==> config.mk <==
export PLATFORM = sky130hd
export DESIGN_NAME = bram_dp_param
export DESIGN_NICKNAME = d
export VERILOG_FILES = /design/src/rtl/bram_dp_param.sv
export SDC_FILE = /design/constraint.sdc
export NUM_CORES = 1
export LEC_CHECK = 0
export BUFFER_PORTS_ARGS = -buffer_cell sky130_fd_sc_hd__buf_4
export CAP_MARGIN = 0
export CORE_MARGIN = 2
export CORE_UTILIZATION = 45
export DETAILED_ROUTE_END_ITERATION = 8
export PLACE_DENSITY = 0.67
export RECOVER_POWER = 25
export SLEW_MARGIN = 5
export SYNTH_ARGS = -nofsm -noshare
export SYNTH_HDL_FRONTEND = slang
export SYNTH_SLANG_ARGS = --single-unit
==> constraint.sdc <==
create_clock -name CLK -period 8 [get_ports CLK]
set_clock_uncertainty 0.2 [all_clocks]
set_input_delay 1.2 -clock CLK [delete_from_list [all_inputs] [get_ports CLK]]
set_output_delay 1.2 -clock CLK [all_outputs]
set_load 0.05 [all_outputs]
==> src/rtl/bram_dp_param.sv <==
// bram_dp_param: dual-port word RAM, port A read/write with byte enables, port B read-only,
// post-reset clear sequencer, out-of-range flags, 1- or 2-cycle read latency. Macro: BRAM_WR_FWD_EN.
module bram_dp_param #(
  parameter int ADDR_WIDTH = 12,
  parameter int DATA_WIDTH = 32,
  parameter int DEPTH      = 11,
  parameter int RD_LATENCY = 1
) (
  input  logic                    CLK,
  input  logic                    RST,
  input  logic                    EN_A,
  input  logic [DATA_WIDTH/8-1:0] WE_A,
  input  logic [ADDR_WIDTH-1:0]   A_A,
  input  logic [DATA_WIDTH-1:0]   Di_A,
  output logic [DATA_WIDTH-1:0]   Do_A,
  input  logic                    EN_B,
  input  logic [ADDR_WIDTH-1:0]   A_B,
  output logic [DATA_WIDTH-1:0]   Do_B,
  output logic                    ready,
  output logic                    oor_A,
  output logic                    oor_B
);

  localparam int NB        = DATA_WIDTH / 8;
  localparam int LANE_BITS = (NB > 1) ? $clog2(NB) : 0;
  localparam int IDX_W     = ADDR_WIDTH - LANE_BITS;
  localparam int MEM_AW    = (DEPTH > 1) ? $clog2(DEPTH) : 1;
  localparam logic [IDX_W:0]    DEPTH_X  = (IDX_W + 1)'(DEPTH);
  localparam logic [MEM_AW-1:0] LAST_IDX = MEM_AW'(DEPTH - 1);

  typedef enum logic {CLEAR, RUN} state_t;

  state_t              state_q, state_d;
  logic [MEM_AW-1:0]   clr_cnt_q, clr_cnt_d;
  logic                ready_q, ready_d;

  logic [DATA_WIDTH-1:0] mem_q [DEPTH];

  logic [IDX_W-1:0]    idx_a, idx_b;
  logic                in_rng_a, in_rng_b;
  logic                acc_a, acc_b, wr_user;

  logic [MEM_AW-1:0]     wr_idx;
  logic [NB-1:0]         wr_be;
  logic [DATA_WIDTH-1:0] wr_data;

  logic [DATA_WIDTH-1:0] rd_a_q, rd_a_d, rd_b_q, rd_b_d;
  logic                  oor_a_q, oor_a_d, oor_b_q, oor_b_d;

  assign idx_a    = A_A[ADDR_WIDTH-1:LANE_BITS];
  assign idx_b    = A_B[ADDR_WIDTH-1:LANE_BITS];
  assign in_rng_a = ({1'b0, idx_a} < DEPTH_X);
  assign in_rng_b = ({1'b0, idx_b} < DEPTH_X);
  assign acc_a    = ready_q & EN_A;
  assign acc_b    = ready_q & EN_B;
  assign wr_user  = acc_a & in_rng_a;

  if (LANE_BITS > 0) begin : g_lane_unused
    logic unused_lane_bits;
    assign unused_lane_bits = ^{A_A[LANE_BITS-1:0], A_B[LANE_BITS-1:0]};
  end

  // Clear sequencer: one word per cycle, RUN entered together with the last clear write.
  // NOTE: every always_comb output gets a default first so no path can infer a latch.
  always_comb begin
    state_d   = state_q;
    clr_cnt_d = clr_cnt_q;
    ready_d   = ready_q;
    if (state_q == CLEAR) begin
      clr_cnt_d = clr_cnt_q + MEM_AW'(1);
      if (clr_cnt_q == LAST_IDX) begin
        state_d = RUN;
        ready_d = 1'b1;
      end
    end
  end

  // NOTE: sequential state uses non-blocking assignments so all flops update from pre-edge values.
  always_ff @(posedge CLK) begin
    if (RST) begin
      state_q   <= CLEAR;
      clr_cnt_q <= '0;
      ready_q   <= 1'b0;
    end else begin
      state_q   <= state_d;
      clr_cnt_q <= clr_cnt_d;
      ready_q   <= ready_d;
    end
  end

  // Single write port shared by the clear sequencer and port A.
  always_comb begin
    wr_idx  = clr_cnt_q;
    wr_be   = '0;
    wr_data = '0;
    if (!RST) begin
      if (state_q == CLEAR) begin
        wr_be = '1;
      end else if (wr_user) begin
        wr_idx  = idx_a[MEM_AW-1:0];
        wr_be   = WE_A;
        wr_data = Di_A;
      end
    end
  end

  // NOTE: the array has no reset branch; the CLEAR sequence is what zeroes it.
  always_ff @(posedge CLK) begin
    for (int i = 0; i < NB; i++) begin
      if (wr_be[i]) mem_q[wr_idx][8*i +: 8] <= wr_data[8*i +: 8];
    end
  end

  // First read stage: data holds when idle, the flag is a one-cycle pulse per access.
  always_comb begin
    rd_a_d  = rd_a_q;
    oor_a_d = 1'b0;
    if (acc_a) begin
      rd_a_d  = in_rng_a ? mem_q[idx_a[MEM_AW-1:0]] : '0;
      oor_a_d = ~in_rng_a;
    end
  end

  always_comb begin
    rd_b_d  = rd_b_q;
    oor_b_d = 1'b0;
    if (acc_b) begin
      rd_b_d  = '0;
      oor_b_d = ~in_rng_b;
      if (in_rng_b) begin
        rd_b_d = mem_q[idx_b[MEM_AW-1:0]];
`ifdef BRAM_WR_FWD_EN
        if (wr_user && (idx_a == idx_b)) begin
          for (int i = 0; i < NB; i++) begin
            if (WE_A[i]) rd_b_d[8*i +: 8] = Di_A[8*i +: 8];
          end
        end
`endif
      end
    end
  end

  always_ff @(posedge CLK) begin
    if (RST) begin
      rd_a_q  <= '0;
      rd_b_q  <= '0;
      oor_a_q <= 1'b0;
      oor_b_q <= 1'b0;
    end else begin
      rd_a_q  <= rd_a_d;
      rd_b_q  <= rd_b_d;
      oor_a_q <= oor_a_d;
      oor_b_q <= oor_b_d;
    end
  end

  if (RD_LATENCY >= 2) begin : g_lat2
    logic [DATA_WIDTH-1:0] rd_a2_q, rd_b2_q;
    logic                  oor_a2_q, oor_b2_q;

    always_ff @(posedge CLK) begin
      if (RST) begin
        rd_a2_q  <= '0;
        rd_b2_q  <= '0;
        oor_a2_q <= 1'b0;
        oor_b2_q <= 1'b0;
      end else begin
        rd_a2_q  <= rd_a_q;
        rd_b2_q  <= rd_b_q;
        oor_a2_q <= oor_a_q;
        oor_b2_q <= oor_b_q;
      end
    end

    assign Do_A  = rd_a2_q;
    assign Do_B  = rd_b2_q;
    assign oor_A = oor_a2_q;
    assign oor_B = oor_b2_q;
  end else begin : g_lat1
    assign Do_A  = rd_a_q;
    assign Do_B  = rd_b_q;
    assign oor_A = oor_a_q;
    assign oor_B = oor_b_q;
  end

  assign ready = ready_q;

endmodule

==> summary.md, run 1 <==
| Metric | Value |
|---|---|
| Outcome | `finished with violations` |
| Violations in the final reports | `capacitance limit, slew limit` |
| Number of cells on the worst reg-to-reg path | `5` |
| Nets | `1364` |
| Class of the worst hold path | `reg2reg` |
| Die Area | `43800 um^2` |
| Number of buffers on the longest clock path | `3` |
| Setup violators final | `0` |
| Clock root buffer | `sky130_fd_sc_hd__clkbuf_16` |
| Clock sink total | `424` |
| Part of the Yosys area used for sequential elements | `63.3%` |
| Warnings, synthesis | `0` |
| Critical Path RT | `7.96 ns` |
| Floorplan die height | `between 200 and 250 um` |
| Worst r2r src | `ready` |
| Number of distinct library cell variants in the gate-level netlist after synthesis | `49` |
| Via count of the first global-routing pass | `11600` |
| Final-layout setup total negative slack | `0 ns` |
| Initial DRC Count | `1156` |
| Total of flip-flops plus latches after synthesis | `424` |
| Placement Rows | `75` |
| Cell-by-cell trace of the critical path | `buf_4, a21o_1, a211oi_1, clkbuf_1, nand4b_1, o31a_2, nor2_1` |
| Kind of cell with the highest combined delay on the critical path | `buffers and inverters` |
| Mapped Avg Cell Area | `15.7 um^2` |
| Core area | `41800 um^2` |
| Layout filler cell count | `approximately 3400` |
| Clock slew seen by the registers of the worst setup and hold paths | `0.06 ns` |
| CTS tree | `done` |
| Wire length of the first global-routing pass | `71600 um` |
| Clock latency reported for the late side of the worst-skew pair | `0.55 ns` |
| Setup repair bufs after CTS | `0` |
| Initial antenna violation count | `2` |
| Cells on Worst Hold Path | `2` |
| Total power per unit cell area | `229 nW/um^2` |
| Max FO, Critical Path | `39` |
| Cell area after synthesis | `~19000 um^2` |
| Grt ovf | `0` |
| Number of detailed-routing iterations run before antenna repair | `7` |
| Max Transition Viols Final | `70` |
| Main synth FF type | `sky130_fd_sc_hd__edfxtp_1` |
| Cells after synthesis | `about 1200` |
| Worst setup path category | `in2reg` |
| Via-to-Cell Ratio | `6.08` |
| Minimum setup slack among reg-to-reg paths | `4.24 ns` |
| Share of post-route cells with drive strength above 1 | `a little over a fifth` |
| Residual DRC | `0` |
| Maximum VDD drop | `approximately 0.13 mV` |
| Count of hold buffers inserted by post-cts repair | `0` |
| Type of element launching the critical path | `input pin` |
| Buffers & Inverters on Critical Path | `2` |
| Slew at the pin closest to its max-slew limit | `roughly 2.3 ns` |
| Start point of the worst hold path | `Do_A[4]` |
| Largest family of logic cells by synthesized area | `multiplexers` |
| Weighted congestion reported at the end of routability-driven placement | `0.777` |
| Final Hold Viols | `0` |
| Quantity of I/O buffers inserted on ports | `126` |
| I/O pin count | `~130` |
| Clock period minus final worst setup slack | `about 5.2 ns` |
| Crit path capture type | `flip-flop` |
| Via count | `11400` |
| Simple-Gate Fraction of Synth Area | `6.35%` |
| Area fraction in compound gates after synthesis | `under 10%` |
| Final Non-Filler Cells | `1871` |
| Most common library cell in the layout ignoring fill and taps | `sky130_fd_sc_hd__edfxtp_1` |
| Synthesized Nets | `1274` |
| HPWL Detailed | `27800 um` |
| Post-synthesis share of cell area spent on full adders, half adders and majority gates | `0.132%` |
| R2R Path End | `mem_q[8][12]` |
| Crit share post-route | `about two thirds` |
| Unrepaired setup endpoints after global routing | `no` |
| Critical path data arrival time | `5.17 ns` |
| Gr usage total | `approximately 22%` |
| Number of gates resized after cts | `0` |
| ANT cells | `0` |
| Worst hold endpoint | `Do_A[4]` |
| Detail-routed net length per standard cell | `roughly 26 um` |
| Multiplexer share of the synthesized area | `22.1%` |
| Max-slew headroom | `-53.0%` |
| Number of instances in the placed design | `1791` |
| Largest net degree at the start of global routing | `69` |
| Most frequent cells in the layout | `sky130_fd_sc_hd__edfxtp_1, sky130_fd_sc_hd__mux2i_1, sky130_fd_sc_hd__mux4_2, sky130_fd_sc_hd__nor2_1, sky130_fd_sc_hd__nand2_1` |
| Async set-reset flop share out of synthesis | `0%` |
| Starting density of the core | `45.4%` |
| Finished Core Util | `between 50% and 60%` |
| Number of buffers inserted during clock tree synthesis | `44` |
| Static leakage power | `7.29 nW` |
| XOR/XNOR Fraction of Synth Area | `0.138%` |
| Critical path's slowest cell | `sky130_fd_sc_hd__clkbuf_1` |
| EDFF count, synth | `352` |
| Longest individual stage delay on the worst path | `1.54 ns` |
| Horizontal die dimension | `209 um` |
| Total routed wirelength | `between 40000 and 50000 um` |
| Clock H-tree levels | `2` |
| Area growth, synth to finish | `14.0%` |
| Final ANT Viol Nets | `0` |
| Number of max-cap violations | `2` |
| Highest attainable clock frequency | `0.192 GHz` |
worst max-delay path by stage:
stage	start	end	slack (ns)	depth (start not counted)
CTS	A_A[10]	mem_q[2][18]	3.70	6
global placement	A_A[10]	mem_q[3][19]	3.22	6
finish	A_A[4]	mem_q[9][12]	2.78	7
detailed placement	A_A[10]	mem_q[2][19]	3.13	6
global route	A_A[2]	mem_q[9][15]	2.62	7
floorplan	A_A[10]	mem_q[1][24]	4.20	6
layer usage:
layer / vias to the layer above / track usage [%] / part of all wire (%)
li1: 5036 / - / -
met1: 5819 / 29.5 / 40
met2: 436 / 37.4 / 50
met3: 79 / 3.86 / 7.5
met4: 4 / 7.32 / 2.5
met5: - / 0 / 0.048
worst reg2reg max path: stages, from the launching register on:
cell and delay [ns]:
sky130_fd_sc_hd__dfxtp_1 0.63, sky130_fd_sc_hd__and4b_1 0.30, sky130_fd_sc_hd__buf_4 0.46, sky130_fd_sc_hd__and2_1 0.49, sky130_fd_sc_hd__mux2i_2 0.28, sky130_fd_sc_hd__nor2_1 1.01
final cells by class:
type / count / area [um^2] / area share (%)
inverters: 3 / 11.3 / 0.0521
repair buffers: 137 / 777 / 3.59
flip-flops and latches: 424 / 12000 / 55.5
well taps: 539 / 674 / 3.12
clock inverters: 28 / 378 / 1.75
clock buffers: 52 / 1180 / 5.47
multi-input cells: 688 / 6590 / 30.5
synthesized netlist by cell type (all sizes together) (2+ instances only):
cell / instances / area (um^2)
a21oi: 72 / 360
a31oi: 3 / 48.8
and3: 33 / 206
and3b: 3 / 26.3
buf: 32 / 161
clkbuf: 61 / 229
dfxtp: 72 / 1440
edfxtp: 352 / 10600
ha: 2 / 25.0
inv: 3 / 11.3
mux2i: 131 / 1320
mux4: 128 / 2880
nand2: 81 / 304
nand2b: 7 / 43.8
nand3: 4 / 20.0
nand4b: 2 / 17.5
nor2: 118 / 443
nor2b: 2 / 12.5
nor3: 8 / 45.0
nor3b: 2 / 15.0
nor4: 4 / 25.0
o221ai: 64 / 561
o22ai: 4 / 31.3
o31a: 2 / 18.8
xor2: 2 / 17.5
sequential cells by signal, indices dropped and copies added (netlist names):
name / cells
Do_A: 32
Do_B: 32
clr_cnt_q: 4
state_q: 1
ready: 1
oor_A: 1
oor_B: 1
mem_q: 352
logic make-up after synthesis:
family / count (synthesis)
adders and majority gates: 2
AOI/OAI and AO/OA: 154
xor gates and xnor gates: 3
muxes: 259
buffers and inverters: 96
and+or+nand+nor: 270
DFF: 424
through the flow:
stage	worst slack, ns	total power [W]	instance area, um^2	hold slack [ns]
finish	2.78	0.00495	21600	0.263
global route	2.62	0.00509	21600	0.288
CTS	3.70	0.00498	21900	0.269
detailed placement	3.13	0.00280	20300	0.251
global placement	3.22	0.00279	20300	0.246
floorplan	4.20	0.00270	19000	0.333
report_power, final:
part           switching (W)  total, W  internal (W)
Combinational       0.000177  0.000323      0.000146
Clock               0.000854   0.00220       0.00135
Sequential         0.0000186   0.00242       0.00240
Total                0.00105   0.00495       0.00390
Power figures use the tool's default switching activity.
==> run 2, diff against run 1 <==
--- a/config.mk
+++ b/config.mk
@@ -10,7 +10,7 @@
 export CORE_MARGIN = 2
 export CORE_UTILIZATION = 45
 export DETAILED_ROUTE_END_ITERATION = 8
-export PLACE_DENSITY = 0.67
+export PLACE_DENSITY = 0.7
 export RECOVER_POWER = 25
 export SLEW_MARGIN = 5
 export SYNTH_ARGS = -nofsm -noshare
==> constraint.sdc (replaced) <==
create_clock -name CLK -period 4.68 [get_ports CLK]
set_clock_uncertainty 0.2 [all_clocks]
set_input_delay 0.702 -clock CLK [delete_from_list [all_inputs] [get_ports CLK]]
set_output_delay 0.702 -clock CLK [all_outputs]
set_load 0.05 [all_outputs]
==> summary.md, run 2 (synthesized netlist as in run 1, its figures left out) <==
| Metric | Value |
|---|---|
| HPWL Detailed | `29400 um (+5.9%)` |
| Quantity of I/O buffers inserted on ports | `126 (unchanged)` |
| Area growth, synth to finish | `14.8%` |
| Starting density of the core | `45.4% (unchanged)` |
| Core area | `41800 um^2 (unchanged)` |
| Setup repair bufs after CTS | `0 (unchanged)` |
| Via count | `11600 (+1.7%)` |
| I/O pin count | `131 (unchanged)` |
| Kind of cell with the highest combined delay on the critical path | `simple AND/OR/NAND/NOR gates` |
| Clock period minus final worst setup slack | `roughly 3.8 ns` |
| Design internal power | `0.00641 W (+64%)` |
| Setup violators final | `0 (unchanged)` |
| Weighted congestion reported at the end of routability-driven placement | `0.787 (+1.2%)` |
| Cell-by-cell trace of the critical path | `clkbuf_4, or4_1, a211oi_1, buf_4, and2_1, mux2i_2, nor2_1, buf_4` |
| Most frequent cells in the layout | `sky130_fd_sc_hd__edfxtp_1, sky130_fd_sc_hd__mux2i_1, sky130_fd_sc_hd__mux4_2, sky130_fd_sc_hd__nor2_1, sky130_fd_sc_hd__buf_4` |
| Final-layout setup total negative slack | `0 ns (unchanged)` |
| Type of element launching the critical path | `input pin` |
| Most common library cell in the layout ignoring fill and taps | `sky130_fd_sc_hd__edfxtp_1` |
| Clock latency reported for the late side of the worst-skew pair | `0.54 ns (about the same)` |
| Number of flip-flops in the largest register | `352 (unchanged)` |
| Outcome | `finished with violations` |
| Portion of total power attributed to the clock network | `42.0% (-2.5 points)` |
| Number of gates resized after cts | `0 (unchanged)` |
| Nets | `1405 (+3.0%)` |
| CP dominant cell by count | `sky130_fd_sc_hd__buf_4` |
| Overall power | `0.00814 W (+64%)` |
| Finished Core Util | `52.2% (+0.39 points)` |
| Worst setup path category | `in2reg` |
| Max Transition Viols Final | `55 (-21%)` |
| Largest net degree at the start of global routing | `59 (-14%)` |
| Initial DRC Count | `1152 (-0.35%)` |
| Max FO, Critical Path | `10 (-74%)` |
| Class of the worst hold path | `in2reg` |
| Residual DRC | `0 (unchanged)` |
| Maximum VDD drop | `0.211 mV (+62%)` |
| Crit share post-route | `80.6%` |
| Via count of the first global-routing pass | `11800 (+0.95%)` |
| Gate power share | `7.1% (+0.6 points)` |
| Total routed wirelength | `47100 um (-2.7%)` |
| Critical path data arrival time | `3.88 ns (-1.29 ns)` |
| Gr usage total | `21.6% (-0.56 points)` |
| Net switching power of the design | `0.00173 W (+65%)` |
| Clock sink total | `424 (unchanged)` |
| WHS | `0.253 ns (-0.0101 ns)` |
| ANT cells | `0 (unchanged)` |
| Number of detailed-routing iterations run before antenna repair | `6 (-1)` |
| Number of max-cap violations | `1 (-1)` |
| Static leakage power | `7.43 nW (+2.0%)` |
| Total power per unit cell area | `374 nW/um^2 (+63%)` |
| Number of buffers inserted during clock tree synthesis | `43 (-2.3%)` |
| Register ranked first by flip-flop count | `mem_q` |
| Longest individual stage delay on the worst path | `0.71 ns (-0.83 ns)` |
| Placement Rows | `75 (unchanged)` |
| Unrepaired setup endpoints after global routing | `no` |
| Layout filler cell count | `3393 (+0.18%)` |
| Clock root buffer | `sky130_fd_sc_hd__clkbuf_16` |
| Highest attainable clock frequency | `0.265 GHz` |
| Final ANT Viol Nets | `0 (unchanged)` |
| Number of buffers on the longest clock path | `3 (unchanged)` |
| Via-to-Cell Ratio | `6.05 (-0.47%)` |
| Violations in the final reports | `capacitance limit, slew limit` |
| Initial antenna violation count | `1 (-1)` |
| Grt ovf | `0 (unchanged)` |
| Clock H-tree levels | `2 (unchanged)` |
| Sequential cell fraction of total power | `50.9% (+1.9 points)` |
| Horizontal die dimension | `209 um (unchanged)` |
| Critical path's slowest cell | `sky130_fd_sc_hd__or4_1` |
| Count of hold buffers inserted by post-cts repair | `0 (unchanged)` |
| Net Sw Frac | `21.3% (+0.039 points)` |
| Clock slew seen by the registers of the worst setup and hold paths | `0.06 ns (about the same)` |
| CTS tree | `done` |
| Floorplan die height | `209 um (unchanged)` |
| Detail-routed net length per standard cell | `24.6 um (-4.8%)` |
| Die Area | `43800 um^2 (unchanged)` |
| Crit path capture type | `flip-flop` |
| Wire length of the first global-routing pass | `70700 um (-1.2%)` |
| Final Hold Viols | `0 (unchanged)` |
| Share of post-route cells with drive strength above 1 | `22.4% (+1.4 points)` |
| Buffers & Inverters on Critical Path | `3 (+1)` |
| Max-slew headroom | `-47.1% (+5.9 points)` |
| Slew at the pin closest to its max-slew limit | `2.21 ns (-0.0888 ns)` |
| Critical Path RT | `4.78 ns (-3.18 ns)` |
[run 2: cell count changes in the layout (fill, tap and decap cells not counted), sizes merged]
cell,change
clkinv,-5
clkbuf,+12
bufinv,-5
buf,+39
clkinvlp,-2
inv,+1
[run 2: per-layer routing]
metal  routed length, um  part of all wire (%)  vias to the layer above  global-route usage [%]
met3                3950                   8.4                       88                    4.64
met1               19000                    40                     5880                    28.9
met5                  13                 0.028                        -                       0
met4                1220                   2.6                        2                    7.32
met2               22900                    49                      487                    35.5
li1                    -                     -                     5106                       -
[run 2: power groups by stage]
stage               Clock (W)  Combinational (W)  Sequential (W)
global placement            0           0.000574         0.00421
global route          0.00361           0.000622         0.00415
CTS                   0.00346           0.000582         0.00414
floorplan                   0           0.000398         0.00421
finish                0.00342           0.000580         0.00414
detailed placement          0           0.000580         0.00422
[run 2: final timing paths]
kind                               from           end  slack [ns]  depth (start not counted)
worst max-delay path            A_A[10]  mem_q[8][22]        0.91                          8
worst min register to register  Do_A[1]       Do_A[1]        0.26                          2
worst min-delay path               EN_B         oor_B        0.25                          3
worst max register to register    ready  mem_q[2][19]        1.32                          6
[run 2: final cells by class]
cell class,instances,area [um^2],area share [%]
inverter,3,11.3,0.0517
sequential,424,12000,55.1
multi-input combinational,688,6580,30.2
timing repair buffer,179,1110,5.09
clock buffer,61,1220,5.58
tap,539,674,3.10
clock inverter,17,188,0.862
[run 2: metrics by stage]
stage          setup slack [ns]  area, um^2  instances
2_1_floorplan              1.38       19000       1208
3_5_place_dp              0.667       20700       1833
6_report                  0.908       21800       1911
4_1_cts                    1.22       22100       1911
3_3_place_gp              0.718       20700       1833
5_1_grt                   0.669       21800       1911
[run 2: tightest hold or removal path: cells and delay by family]
kind | cells | cell delay [ns]
AND/OR/NAND/NOR | 2 | 0.12
buffers and inverters | 1 | 0.12
